$ cat src/rtl/fifo_rd_fwft_if.sv
// Read-side FIFO bundle: upstream pop/empty/rdata and the downstream valid/ready stream.
interface fifo_rd_fwft_if #(
    parameter int unsigned DWIDTH = 8
);
    logic              empty;
    logic              pop;
    logic [DWIDTH-1:0] rdata;
    logic              m_valid;
    logic              m_ready;
    logic [DWIDTH-1:0] m_data;
    logic [1:0]        occupancy;

    // Output stage side: consumes RAM words, produces the stream.
    modport master (
        input  empty,
        input  rdata,
        input  m_ready,
        output pop,
        output m_valid,
        output m_data,
        output occupancy
    );

    // Environment side: read controller, RAM and downstream consumer.
    modport slave (
        output empty,
        output rdata,
        output m_ready,
        input  pop,
        input  m_valid,
        input  m_data,
        input  occupancy
    );
endinterface

$ cat src/rtl/fifo_rd_fwft.sv
// First-word-fall-through output stage for the async FIFO read side.
// A 2-entry buffer plus an in-flight flag turns pop/empty and 1-cycle RAM
// read data into a valid/ready stream at full rate without dropping words.
module fifo_rd_fwft #(
    parameter int unsigned DWIDTH = 8
) (
    input  logic           rclk,
    input  logic           reset_L,
    fifo_rd_fwft_if.master bus
);
    localparam int unsigned CNT_W = 2;
    localparam int unsigned SUM_W = 3;

    logic [CNT_W-1:0]  held_q, held_d;
    logic              inflight_q, inflight_d;
    logic [DWIDTH-1:0] buf0_q, buf0_d;
    logic [DWIDTH-1:0] buf1_q, buf1_d;
    logic              take;
    logic              pop_c;
    logic [SUM_W-1:0]  credit;
    logic [CNT_W-1:0]  wr_pos;

    // State registers: held words, in-flight flag, 2-entry buffer (buf0 is head).
    always_ff @(posedge rclk or negedge reset_L) begin
        if (!reset_L) begin
            held_q     <= '0;
            inflight_q <= 1'b0;
            buf0_q     <= '0;
            buf1_q     <= '0;
        end else begin
            held_q     <= held_d;
            inflight_q <= inflight_d;
            buf0_q     <= buf0_d;
            buf1_q     <= buf1_d;
        end
    end

    // Credit-based pop, head shift on take, capture of in-flight word behind held ones.
    always_comb begin
        take       = 1'b0;
        credit     = '0;
        pop_c      = 1'b0;
        held_d     = held_q;
        inflight_d = 1'b0;
        wr_pos     = '0;
        buf0_d     = buf0_q;
        buf1_d     = buf1_q;

        take = (held_q != CNT_W'(0)) && bus.m_ready;
        // 3-bit sum: take implies held >= 1, so this never wraps.
        credit = SUM_W'(held_q) + SUM_W'(inflight_q) - SUM_W'(take);
        pop_c  = reset_L && !bus.empty && (credit < SUM_W'(2));

        inflight_d = pop_c;
        held_d     = credit[CNT_W-1:0];

        if (take) begin
            buf0_d = buf1_q;
        end
        wr_pos = held_q - CNT_W'(take);
        if (inflight_q) begin
            if (wr_pos == CNT_W'(0)) begin
                buf0_d = bus.rdata;
            end else begin
                buf1_d = bus.rdata;
            end
        end
    end

    assign bus.pop       = pop_c;
    assign bus.m_valid   = (held_q != CNT_W'(0));
    assign bus.m_data    = buf0_q;
    assign bus.occupancy = held_q;
endmodule

$ cat src/flat_wrapper.sv
// flat-port wrapper written by rule: the top's interface ports become plain ports
module fifo_rd_fwft_flat 
#(
    parameter int unsigned DWIDTH = 8
)
  (rclk, reset_L, bus_empty, bus_rdata, bus_m_ready, bus_pop, bus_m_valid, bus_m_data, bus_occupancy);
  fifo_rd_fwft_if #(.DWIDTH(DWIDTH)) bus_i ();
  input  logic rclk;
  input  logic reset_L;
  input wire logic [$bits(bus_i.empty)-1:0] bus_empty;
  input wire logic [$bits(bus_i.rdata)-1:0] bus_rdata;
  input wire logic [$bits(bus_i.m_ready)-1:0] bus_m_ready;
  output wire logic [$bits(bus_i.pop)-1:0] bus_pop;
  output wire logic [$bits(bus_i.m_valid)-1:0] bus_m_valid;
  output wire logic [$bits(bus_i.m_data)-1:0] bus_m_data;
  output wire logic [$bits(bus_i.occupancy)-1:0] bus_occupancy;
  assign bus_i.empty = bus_empty;
  assign bus_i.rdata = bus_rdata;
  assign bus_i.m_ready = bus_m_ready;
  assign bus_pop = bus_i.pop;
  assign bus_m_valid = bus_i.m_valid;
  assign bus_m_data = bus_i.m_data;
  assign bus_occupancy = bus_i.occupancy;
  fifo_rd_fwft #(.DWIDTH(DWIDTH)) u_core (.rclk(rclk), .reset_L(reset_L), .bus(bus_i));
endmodule
$ cat config.mk
export PLATFORM = sky130hd
export DESIGN_NAME = fifo_rd_fwft_flat
export DESIGN_NICKNAME = d
export VERILOG_FILES = /design/src/rtl/fifo_rd_fwft_if.sv /design/src/rtl/fifo_rd_fwft.sv /design/src/flat_wrapper.sv
export SDC_FILE = /design/constraint.sdc
export NUM_CORES = 1
export LEC_CHECK = 0
export ABC_AREA = 0
export BUFFER_PORTS_ARGS = -buffer_cell sky130_fd_sc_hd__buf_2
export CORE_AREA = 2 2 44 46
export CTS_CLUSTER_SIZE = 25
export DETAILED_ROUTE_END_ITERATION = 8
export DIE_AREA = 0 0 46 48
export GPL_TIMING_DRIVEN = 0
export HOLD_SLACK_MARGIN = 0.08
export PLACE_DENSITY = 0.76
export SKIP_LAST_GASP = 1
export SYNTH_ARGS = -nofsm -noshare
export SYNTH_HDL_FRONTEND = slang
export SYNTH_SLANG_ARGS = --single-unit
export TNS_END_PERCENT = 20
$ cat constraint.sdc
create_clock -name rclk -period 5.4 [get_ports rclk]
set_input_delay 1.08 -clock rclk [delete_from_list [all_inputs] [get_ports rclk]]
set_output_delay 1.08 -clock rclk [all_outputs]
set_load 0.02 [all_outputs]
## After elaboration in Yosys (flattened, before gate mapping)

Cells that the tools add are included.

- Register bits after elaboration: 19
- Input port bits: 12
- Output and inout port bits: 12
- Word-level logic and storage cells: 19

- $add $sub $neg: 3
- Magnitude comparators: 1
- Multiplexer cells: 3
- Bitwise operators: 1
- Reduce and logical (&&, ||, !) cells: 7

Operators with widths:

| cell | count |
|---|---|
| $mux W8 | 3 |
| $add A2 B1 Y3 | 1 |
| $logic_and A1 B1 Y1 | 3 |
| $lt A3 B2 Y1 const B | 1 |
| $sub A3 B1 Y3 | 1 |
| $logic_not A2 Y1 | 1 |
| $reduce_and A2 Y1 | 1 |
| $reduce_bool A2 Y1 | 1 |
| $sub A2 B1 Y2 | 1 |
| $logic_not A1 Y1 | 1 |
| $not A1 Y1 | 1 |

## Logic depth before layout (Yosys ltp)

Gate-level depths: netlist (run 1).

- Word-level depth: 6
- Depth in mapped cells: 7
- Mapped depth without buffers: 7

## Worst setup path after synthesis (run 1)

OpenSTA, ideal clock, no wires.

- Path type: input port to output port
- Start point: input port bus_m_ready
- End point: output port bus_pop
- Arrival: 2.950 ns
- Data required time: 4.320 ns
- Path slack: 1.370 ns
- Cell stages on the path: 6
- Path buffers: 0
- Path through: o21ai_4 > or2_2 > nand2_1 > ha_1 > fa_1 > nor4b_1

- Cells in the longest elaborated chain, start to end: 4

RTL lines:

| item | RTL line | RTL |
|---|---|---|
| from (decl) | flat_wrapper.sv:12 | `input wire logic [$bits(bus_i.m_ready)-1:0] bus_m_ready;` |
| $logic_and A1 B1 Y1 | fifo_rd_fwft.sv:49 | `take = (held_q != CNT_W'(0)) && bus.m_ready;` |
| $sub A3 B1 Y3 | fifo_rd_fwft.sv:51 | `credit = SUM_W'(held_q) + SUM_W'(inflight_q) - SUM_W'(take);` |
| net u_core.credit[1] | fifo_rd_fwft.sv:20 | `logic [SUM_W-1:0] credit;` |
| $lt A3 B2 Y1 | fifo_rd_fwft.sv:52 | `pop_c = reset_L && !bus.empty && (credit < SUM_W'(2));` |
| $logic_and A1 B1 Y1 | fifo_rd_fwft.sv:52 |  |
| to (decl) | flat_wrapper.sv:13 | `output wire logic [$bits(bus_i.pop)-1:0] bus_pop;` |

The timed path passes the listed nets, and every way through them passes these cells.

## Worst setup path after layout (run 1)

Same ends and word-level chain as after synthesis.

==> results.cfg, run 1 <==
[floorplanning]
die_x_um = 46
initial_core_util = 0.530
ioPinCount = 24
coreArea_um2 = 1690
die_area_um2 = 2210
die_h_um = 48
rows = 15

[sta]
tightest_slew_ns = 0.433
fin_ws_ns = 1.37
slew_headroom = 0.710
setup_tns_ns = 0
period_share = 0.747
rsz0062_at_grt = no
min_period_ns = 4.03
finalSetupViolCount = 0
fmax_ghz = 0.248
finalMaxSlewViolations = 0
hold_viol_final = 0
skew_ns = 0.00463
whs_ns = 0.517

[placement]
routabilityCongestion = 0.627
dp_cells = 96
post-place-ws_ns = 1.37
io_buffers = 23
dp_hpwl_um = 1130

[power_and_ir_drop]
powerDensity_nw_per_um2 = 598
leakagePower_nw = 0.545
internal_power_mw = 0.402
combPwrFrac = 0.481
p_switching_mw = 0.231
sw_frac_of_total = 0.364
clock_power_share = 0.114
peakVddDrop_uv = 327
seqPwrFrac = 0.405

[routing]
top_layer = met4
route.met2.wl_um = 797
drt-met1-wl_um = 608
first_pass_iters = 4
route.met3.wl_um = 72
antenna_left = 0
routed_wl_um = 1530
drc_errors = 0
vias = 553
post_drt_wl_per_cell_um = 15.3
viasPerCell = 5.53
drt_iter0_markers = 10

[min_path]
hp-class = reg -> reg

[clocking]
clk_latency_ns = 0.30
clockBufferDepth = 2
path_clk_slew_ns = 0.10
cts_tree = done
postCtsHoldBufs = 0
cts_buffers = 3
cts_resized = 0
cts_sinks = 19
cts.htree.levels = 1
cts_setup_buffers = 0
cts-root-buf = clkbuf_4

[global_routing]
antenna_found_initial = 0
grt_max_degree = 21
grt_pass1_vias = 543
grt.overflow.total = 0
grt_pass1_wl_um = 2310
grt_use_total = 0.164

[setup_path]
worstSetupPathType = in -> out
regToRegStartpoint = u_core.bus.occupancy[1]
crit_path_start_kind = input pin
worst-r2r-cell-count = 6
endpoint = bus_pop
rr_endpoint = u_core.inflight_q
cp.arrival_ns = 2.95
crit_fanout = 9
r2r_setup_slack_ns = 3.13
cp_data_required_time_ns = 4.32
cp-startpoint = bus_m_ready
cp-end-kind = output pin

[yosys]
avgSynthCellArea_um2 = 16.0
yosys.area.top_type = dfrtp_1
yosysSeqAreaShare = 0.531
syn_inst = 56
synth.distinct_cells = 16
synth_top_area_share = 0.531
synthesis.nets = 70
yosysWarningCount = 0
netlist_area_um2 = 895
synth_area_leaders = dfrtp_1 53%, mux2_4 13%, mux2_1 10%
synth_seq_cells = 19

[final_layout]
areaGrowthSynthToFinish_pct = 18.3
diodes = 0
fin_cells = 100
nets = 98
fillers = 143
drive_above_1_share = 0.578

[flow_run]
max_cap_viol_count = 0

[status]
status = completed
-- cells in the mapped netlist (all sizes together) --
| cell | number |
|---|---|
| fa | 1 |
| dfrtp | 19 |
| nand2b | 1 |
| buf | 1 |
| o21ai | 1 |
| nand3 | 1 |
| nand2 | 1 |
| inv | 1 |
| xnor2 | 1 |
| ha | 1 |
| nor4b | 1 |
| or2 | 2 |
| mux2 | 24 |
| a21bo | 1 |
-- cells by family (layout without fill, tap and decap cells) --
| family | after synthesis | count (layout) | synth area share |
|---|---|---|---|
| AND/OR/NAND/NOR | 6 | 6 | 0.0406 |
| buffers and inverters | 2 | 29 | 0.0168 |
| XOR/XNOR | 1 | 1 | 0.00979 |
| flip-flops | 19 | 19 | 0.531 |
| adder cells (fa/ha/maj) | 2 | 2 | 0.0364 |
| multiplexers | 24 | 24 | 0.336 |
| AO/OA/AOI/OAI | 2 | 2 | 0.0294 |
-- registers in the layout, indices dropped and copies added (netlist names) --
register,cells
u_core.buf1_q,8
u_core.bus.m_data,8
u_core.bus.occupancy,2
u_core.inflight_q,1
-- worst max-delay path, cell delays in order --
cell and delay, ns:
buf_2 0.11, o21ai_4 0.11, or2_2 0.32, nand2_1 0.09, ha_1 0.17, fa_1 0.45, nor4b_1 0.39, buf_2 0.24
-- worst min-delay path by stage --
| stage | startpoint | endpoint | slack, ns | depth (start not counted) |
|---|---|---|---|---|
| 2_1_floorplan | u_core.buf1_q[0] | u_core.buf1_q[0] | 0.47 | 1 |
| 3_3_place_gp | u_core.buf1_q[7] | u_core.buf1_q[7] | 0.48 | 1 |
| 3_5_place_dp | u_core.buf1_q[5] | u_core.buf1_q[5] | 0.49 | 1 |
| 4_1_cts | u_core.buf1_q[6] | u_core.buf1_q[6] | 0.52 | 1 |
| 5_1_grt | u_core.buf1_q[7] | u_core.buf1_q[7] | 0.54 | 1 |
| 6_report | u_core.buf1_q[4] | u_core.buf1_q[4] | 0.52 | 1 |
-- power by group through the flow --
stage | Clock (mW) | Combinational, mW | Sequential, mW
final | 0.0723 | 0.304 | 0.256
after global routing | 0.0809 | 0.330 | 0.264
after CTS | 0.0735 | 0.310 | 0.257
after detailed placement | 0 | 0.309 | 0.260
after global placement | 0 | 0.298 | 0.254
after floorplan | 0 | 0.183 | 0.299
-- area by class of cell --
class	instances	area, µm²	area share
clock inverters	1	5.00	0.00473
well taps	17	21.3	0.0201
repair buffers	23	115	0.109
multi-input cells	35	404	0.382
plain buffers	1	11.3	0.0106
clock buffers	3	22.5	0.0213
flip-flops and latches	19	475	0.449
inverters	1	3.75	0.00355
-- routing by layer --
metal,track usage,vias to the layer above
li1,-,254
met1,0.165,278
met2,0.281,17
met3,0.0453,4
met4,0.137,0
met5,0,-
-- cell usage in the layout, fill, tap and decap left out, types with 2 or more instances in the layout --
master and count:
mux2_4 8, buf_2 23, mux2_1 8, clkbuf_4 3, dfrtp_1 19, mux2_2 8
or2_2 2
-- per-stage QoR --
stage | total power [mW] | cell area (µm²) | utilization
after global placement | 0.553 | 1030 | 0.610
after detailed placement | 0.568 | 1030 | 0.610
final | 0.633 | 1060 | 0.627
after floorplan | 0.482 | 895 | -
after CTS | 0.641 | 1060 | 0.627
after global routing | 0.675 | 1060 | 0.627
No activity file was read; power rests on OpenSTA's default activity.
==> run 2, diff against run 1 <==
--- a/config.mk
+++ b/config.mk
@@ -7,13 +7,13 @@
 export LEC_CHECK = 0
 export ABC_AREA = 0
 export BUFFER_PORTS_ARGS = -buffer_cell sky130_fd_sc_hd__buf_2
-export CORE_AREA = 2 2 44 46
+export CORE_AREA = 2 2 46 48
 export CTS_CLUSTER_SIZE = 25
 export DETAILED_ROUTE_END_ITERATION = 8
-export DIE_AREA = 0 0 46 48
+export DIE_AREA = 0 0 48 50
 export GPL_TIMING_DRIVEN = 0
 export HOLD_SLACK_MARGIN = 0.08
-export PLACE_DENSITY = 0.76
+export PLACE_DENSITY = 0.7
 export SKIP_LAST_GASP = 1
 export SYNTH_ARGS = -nofsm -noshare
 export SYNTH_HDL_FRONTEND = slang
==> constraint.sdc (replaced) <==
create_clock -name rclk -period 3.8 [get_ports rclk]
set_input_delay 0.76 -clock rclk [delete_from_list [all_inputs] [get_ports rclk]]
set_output_delay 0.76 -clock rclk [all_outputs]
set_load 0.02 [all_outputs]
==> run 2 against run 1 <==
  * Hold slack got worse by 0.12 ns
  * Flip-flop and latch count unchanged
  * Sequential power rose by 41%
  * Critical path depth is 1 lower
  * Via count is 5.2% lower
  * Design area rose by 1.1%
  * First-iteration DRC count decreased by 60%
  * Power is 40% higher
  * Critical endpoint unchanged
  * Utilization down 6.4 points
  * Routed wire length fell by 9.9%
  * Clock power is 34% higher
  * Register-to-register slack worse by 1.5 ns
==> results.cfg, run 2 (synthesis results as in run 1) <==
[global_routing]
grt_use_total = 0.131
grt.overflow.total = 0
grt_max_degree = 21
grt_pass1_vias = 515
grt_pass1_wl_um = 2150
antenna_found_initial = 0

[clocking]
postCtsHoldBufs = 0
cts_sinks = 19
cts_tree = done
cts_resized = 0
cts.htree.levels = 1
clockBufferDepth = 2
clk_latency_ns = 0.29
path_clk_slew_ns = 0.10
cts_buffers = 3
cts-root-buf = clkbuf_4
cts_setup_buffers = 0

[routing]
routed_wl_um = 1380
route.met3.wl_um = 67
vias = 524
viasPerCell = 4.76
drc_errors = 0
drt-met1-wl_um = 578
route.met2.wl_um = 716
top_layer = met4
drt_iter0_markers = 4
first_pass_iters = 4
post_drt_wl_per_cell_um = 12.5
antenna_left = 0

[sta]
finalSetupViolCount = 0
min_period_ns = 3.38
rsz0062_at_grt = no
tightest_slew_ns = 0.432
slew_headroom = 0.712
finalMaxSlewViolations = 0
hold_viol_final = 0
period_share = 0.890
fmax_ghz = 0.296
skew_ns = 0.00350
setup_tns_ns = 0
fin_ws_ns = 0.417

[placement]
dp_cells = 106
post-place-ws_ns = 0.469
io_buffers = 23
routabilityCongestion = 0.715

[final_layout]
diodes = 0
layout_common_cells = 23 x buf_2, 19 x dfrtp_1, 8 x mux2_1, 8 x mux2_2, 8 x mux2_4
drive_above_1_share = 0.566
fin_cells = 110
nets = 98
layout_commonest_cell = buf_2
areaGrowthSynthToFinish_pct = 19.6

[min_path]
hp-class = in -> async

[floorplanning]
ioPinCount = 24
rows = 16
coreArea_um2 = 1900
die_area_um2 = 2400
die_x_um = 48
initial_core_util = 0.470
die_h_um = 50

[setup_path]
regToRegStartpoint = u_core.bus.occupancy[1]
cp_data_required_time_ns = 3.04
r2r_setup_slack_ns = 1.58
worstSetupPathType = reg -> out
cp-end-kind = output pin
worst-r2r-cell-count = 6
crit_fanout = 9
crit_path_start_kind = flop
cp.arrival_ns = 2.62
rr_endpoint = u_core.inflight_q

[power_and_ir_drop]
leakagePower_nw = 0.542
power_mw = 0.884
powerDensity_nw_per_um2 = 826
peakVddDrop_uv = 438

[status]
status = completed

[flow_run]
max_cap_viol_count = 0
-- run 2: per-layer routing --
| layer | vias to the layer above | GRT usage |
|---|---|---|
| met5 | - | 0 |
| met4 | 0 | 0.0676 |
| met3 | 2 | 0.0330 |
| met2 | 13 | 0.200 |
| met1 | 255 | 0.164 |
| li1 | 254 | - |
-- run 2: critical path, cell delays in order, from the launching register on --
cell and delay (ns):
dfrtp_1 0.47, o21ai_4 0.35, or2_2 0.20, nand2_1 0.06
ha_1 0.19, fa_1 0.47, nor4b_1 0.36, buf_2 0.23
-- run 2: worst max-delay path by stage --
stage / to / start / slack [ns] / cells past startpoint
2_1_floorplan: bus_pop / bus_m_ready / 0.41 / 6
3_3_place_gp: bus_pop / bus_m_ready / 0.51 / 8
3_5_place_dp: bus_pop / bus_m_ready / 0.47 / 8
4_1_cts: bus_pop / u_core.bus.occupancy[1] / 0.38 / 8
5_1_grt: bus_pop / u_core.bus.occupancy[1] / 0.23 / 7
6_report: bus_pop / u_core.bus.occupancy[1] / 0.42 / 7
-- run 2: layout make-up --
class,count,area (µm²)
Tap cell,27,33.8
Inverter,1,3.75
Multi-Input combinational cell,35,404
Fill cell,160,832
Sequential cell,19,475
Timing Repair Buffer,23,115
Buffer,1,11.3
Clock buffer,4,26.3
-- run 2: per-stage QoR --
step	hold WS [ns]	util	instance area (µm²)
detailed placement	0.491	0.549	1040
floorplan	0.464	-	895
global route	0.399	0.563	1070
global placement	0.488	0.549	1040
finish	0.397	0.563	1070
CTS	0.406	0.563	1070
-- run 2: power by group --
part	leakage [nW]	internal (mW)	switching, mW
sequential	0.233	0.302	0.0581
clock	0.0150	0.0407	0.0562
combinational	0.295	0.230	0.197
==> run 3, diff against run 2 <==
--- a/config.mk
+++ b/config.mk
@@ -13,7 +13,7 @@
 export DIE_AREA = 0 0 48 50
 export GPL_TIMING_DRIVEN = 0
 export HOLD_SLACK_MARGIN = 0.08
-export PLACE_DENSITY = 0.7
+export PLACE_DENSITY = 0.74
 export SKIP_LAST_GASP = 1
 export SYNTH_ARGS = -nofsm -noshare
 export SYNTH_HDL_FRONTEND = slang
==> run 3 against run 2 <==
  * Utilization unchanged
  * Count of clock-buffer cells in the layout unchanged
  * Critical path depth unchanged
  * Sequential share of layout area unchanged
  * Sequential power about the same
  * Global-route usage up 0.19 points
  * Hold slack worse by 0.0039 ns
  * First-iteration DRC count down 100%
  * Worst setup slack better by 0.034 ns
  * Critical endpoint unchanged
==> results.cfg, run 3 (synthesis results as in run 1) <==
[min_path]
hp-class = in -> async

[sta]
hold_viol_final = 0
setup_tns_ns = 0
min_period_ns = 3.35
finalMaxSlewViolations = 0
fmax_ghz = 0.299
skew_ns = 0.00147
rsz0062_at_grt = no
tightest_slew_ns = 0.437
fin_ws_ns = 0.451
slew_headroom = 0.708
whs_ns = 0.393
period_share = 0.881
finalSetupViolCount = 0

[setup_path]
cp-startpoint = u_core.bus.occupancy[1]
regToRegStartpoint = u_core.bus.occupancy[1]
endpoint = bus_pop
cp-end-kind = output pin
cp_data_required_time_ns = 3.04
crit_path_start_kind = flop
crit_fanout = 9
rr_endpoint = u_core.inflight_q
r2r_setup_slack_ns = 1.61
worstSetupPathType = reg -> out
worst-r2r-cell-count = 6
cp.arrival_ns = 2.59

[global_routing]
grt_max_degree = 21
grt_pass1_vias = 510
grt.overflow.total = 0
grt_pass1_wl_um = 2210
grt_use_total = 0.133
antenna_found_initial = 0

[floorplanning]
initial_core_util = 0.470
rows = 16
ioPinCount = 24
die_h_um = 50
die_area_um2 = 2400
die_x_um = 48
coreArea_um2 = 1900

[routing]
drc_errors = 0
vias = 515
antenna_left = 0
viasPerCell = 4.68
first_pass_iters = 1
post_drt_wl_per_cell_um = 12.4
routed_wl_um = 1360
drt_iter0_markers = 0

[power_and_ir_drop]
power_mw = 0.885
peakVddDrop_uv = 366
leakagePower_nw = 0.542
powerDensity_nw_per_um2 = 827

[placement]
dp_cells = 106
place_area_um2 = 1040
io_buffers = 23
post-place-ws_ns = 0.456
routabilityCongestion = 0.673

[final_layout]
diodes = 0
drive_above_1_share = 0.566
fillers = 162
seqCellArea_um2 = 475
nets = 98
layout_commonest_cell = buf_2
multi_input_area_um2 = 404
layout_common_cells = 23 x buf_2, 19 x dfrtp_1, 8 x mux2_1, 8 x mux2_2, 8 x mux2_4
fin_cells = 110
finish.instance_area_um2 = 1070
areaGrowthSynthToFinish_pct = 19.6
fin_util = 0.563

[clocking]
cts_tree = done
path_clk_slew_ns = 0.10
cts_sinks = 19
clockBufferDepth = 2
cts.htree.levels = 1
cts_resized = 0
clk_latency_ns = 0.28
cts_buffers = 3
postCtsHoldBufs = 0
cts_setup_buffers = 0
cts-root-buf = clkbuf_4

[status]
status = completed

[flow_run]
max_cap_viol_count = 0
==> run 3: cell counts in the layout (fill, tap and decap cells not counted) <==
Identical to the previous run, type by type.
==> run 3: worst min path at each step <==
| stage | slack (ns) | endpoint | startpoint | depth (start not counted) |
|---|---|---|---|---|
| CTS | 0.39 | u_core.bus.m_data[2] | reset_L | 1 |
| floorplan | 0.46 | u_core.buf1_q[0] | reset_L | 0 |
| global route | 0.41 | u_core.bus.m_data[3] | reset_L | 1 |
| finish | 0.39 | u_core.bus.m_data[4] | reset_L | 1 |
| global placement | 0.49 | u_core.buf1_q[7] | u_core.buf1_q[7] | 1 |
| detailed placement | 0.49 | u_core.buf1_q[7] | u_core.buf1_q[7] | 1 |
==> run 3: critical path, cell delays in order (launching register included) <==
cell	delay, ns
dfrtp_1	0.47
o21ai_4	0.34
or2_2	0.20
nand2_1	0.06
ha_1	0.19
fa_1	0.46
nor4b_1	0.35
buf_2	0.23
==> run 3: final cells by class <==
class	count	area share
Tap cell	27	0.0316
Clock buffer	4	0.0246
Multi-Input combinational cell	35	0.378
Buffer	1	0.0105
Sequential cell	19	0.444
Timing Repair Buffer	23	0.108
Inverter	1	0.00351
==> run 3: per-layer routing <==
metal | vias up | global-route usage | routed length [µm]
li1 | 252 | - | -
met1 | 245 | 0.173 | 656
met2 | 16 | 0.198 | 624
met3 | 2 | 0.0330 | 71
met4 | 0 | 0.0676 | 9
met5 | - | 0 | 0
==> run 3: power breakdown <==
group / total (mW) / leakage (nW) / internal, mW / switching [mW]
registers: 0.362 / 0.233 / 0.302 / 0.0600
clock network: 0.0960 / 0.0150 / 0.0407 / 0.0553
logic: 0.427 / 0.295 / 0.230 / 0.197
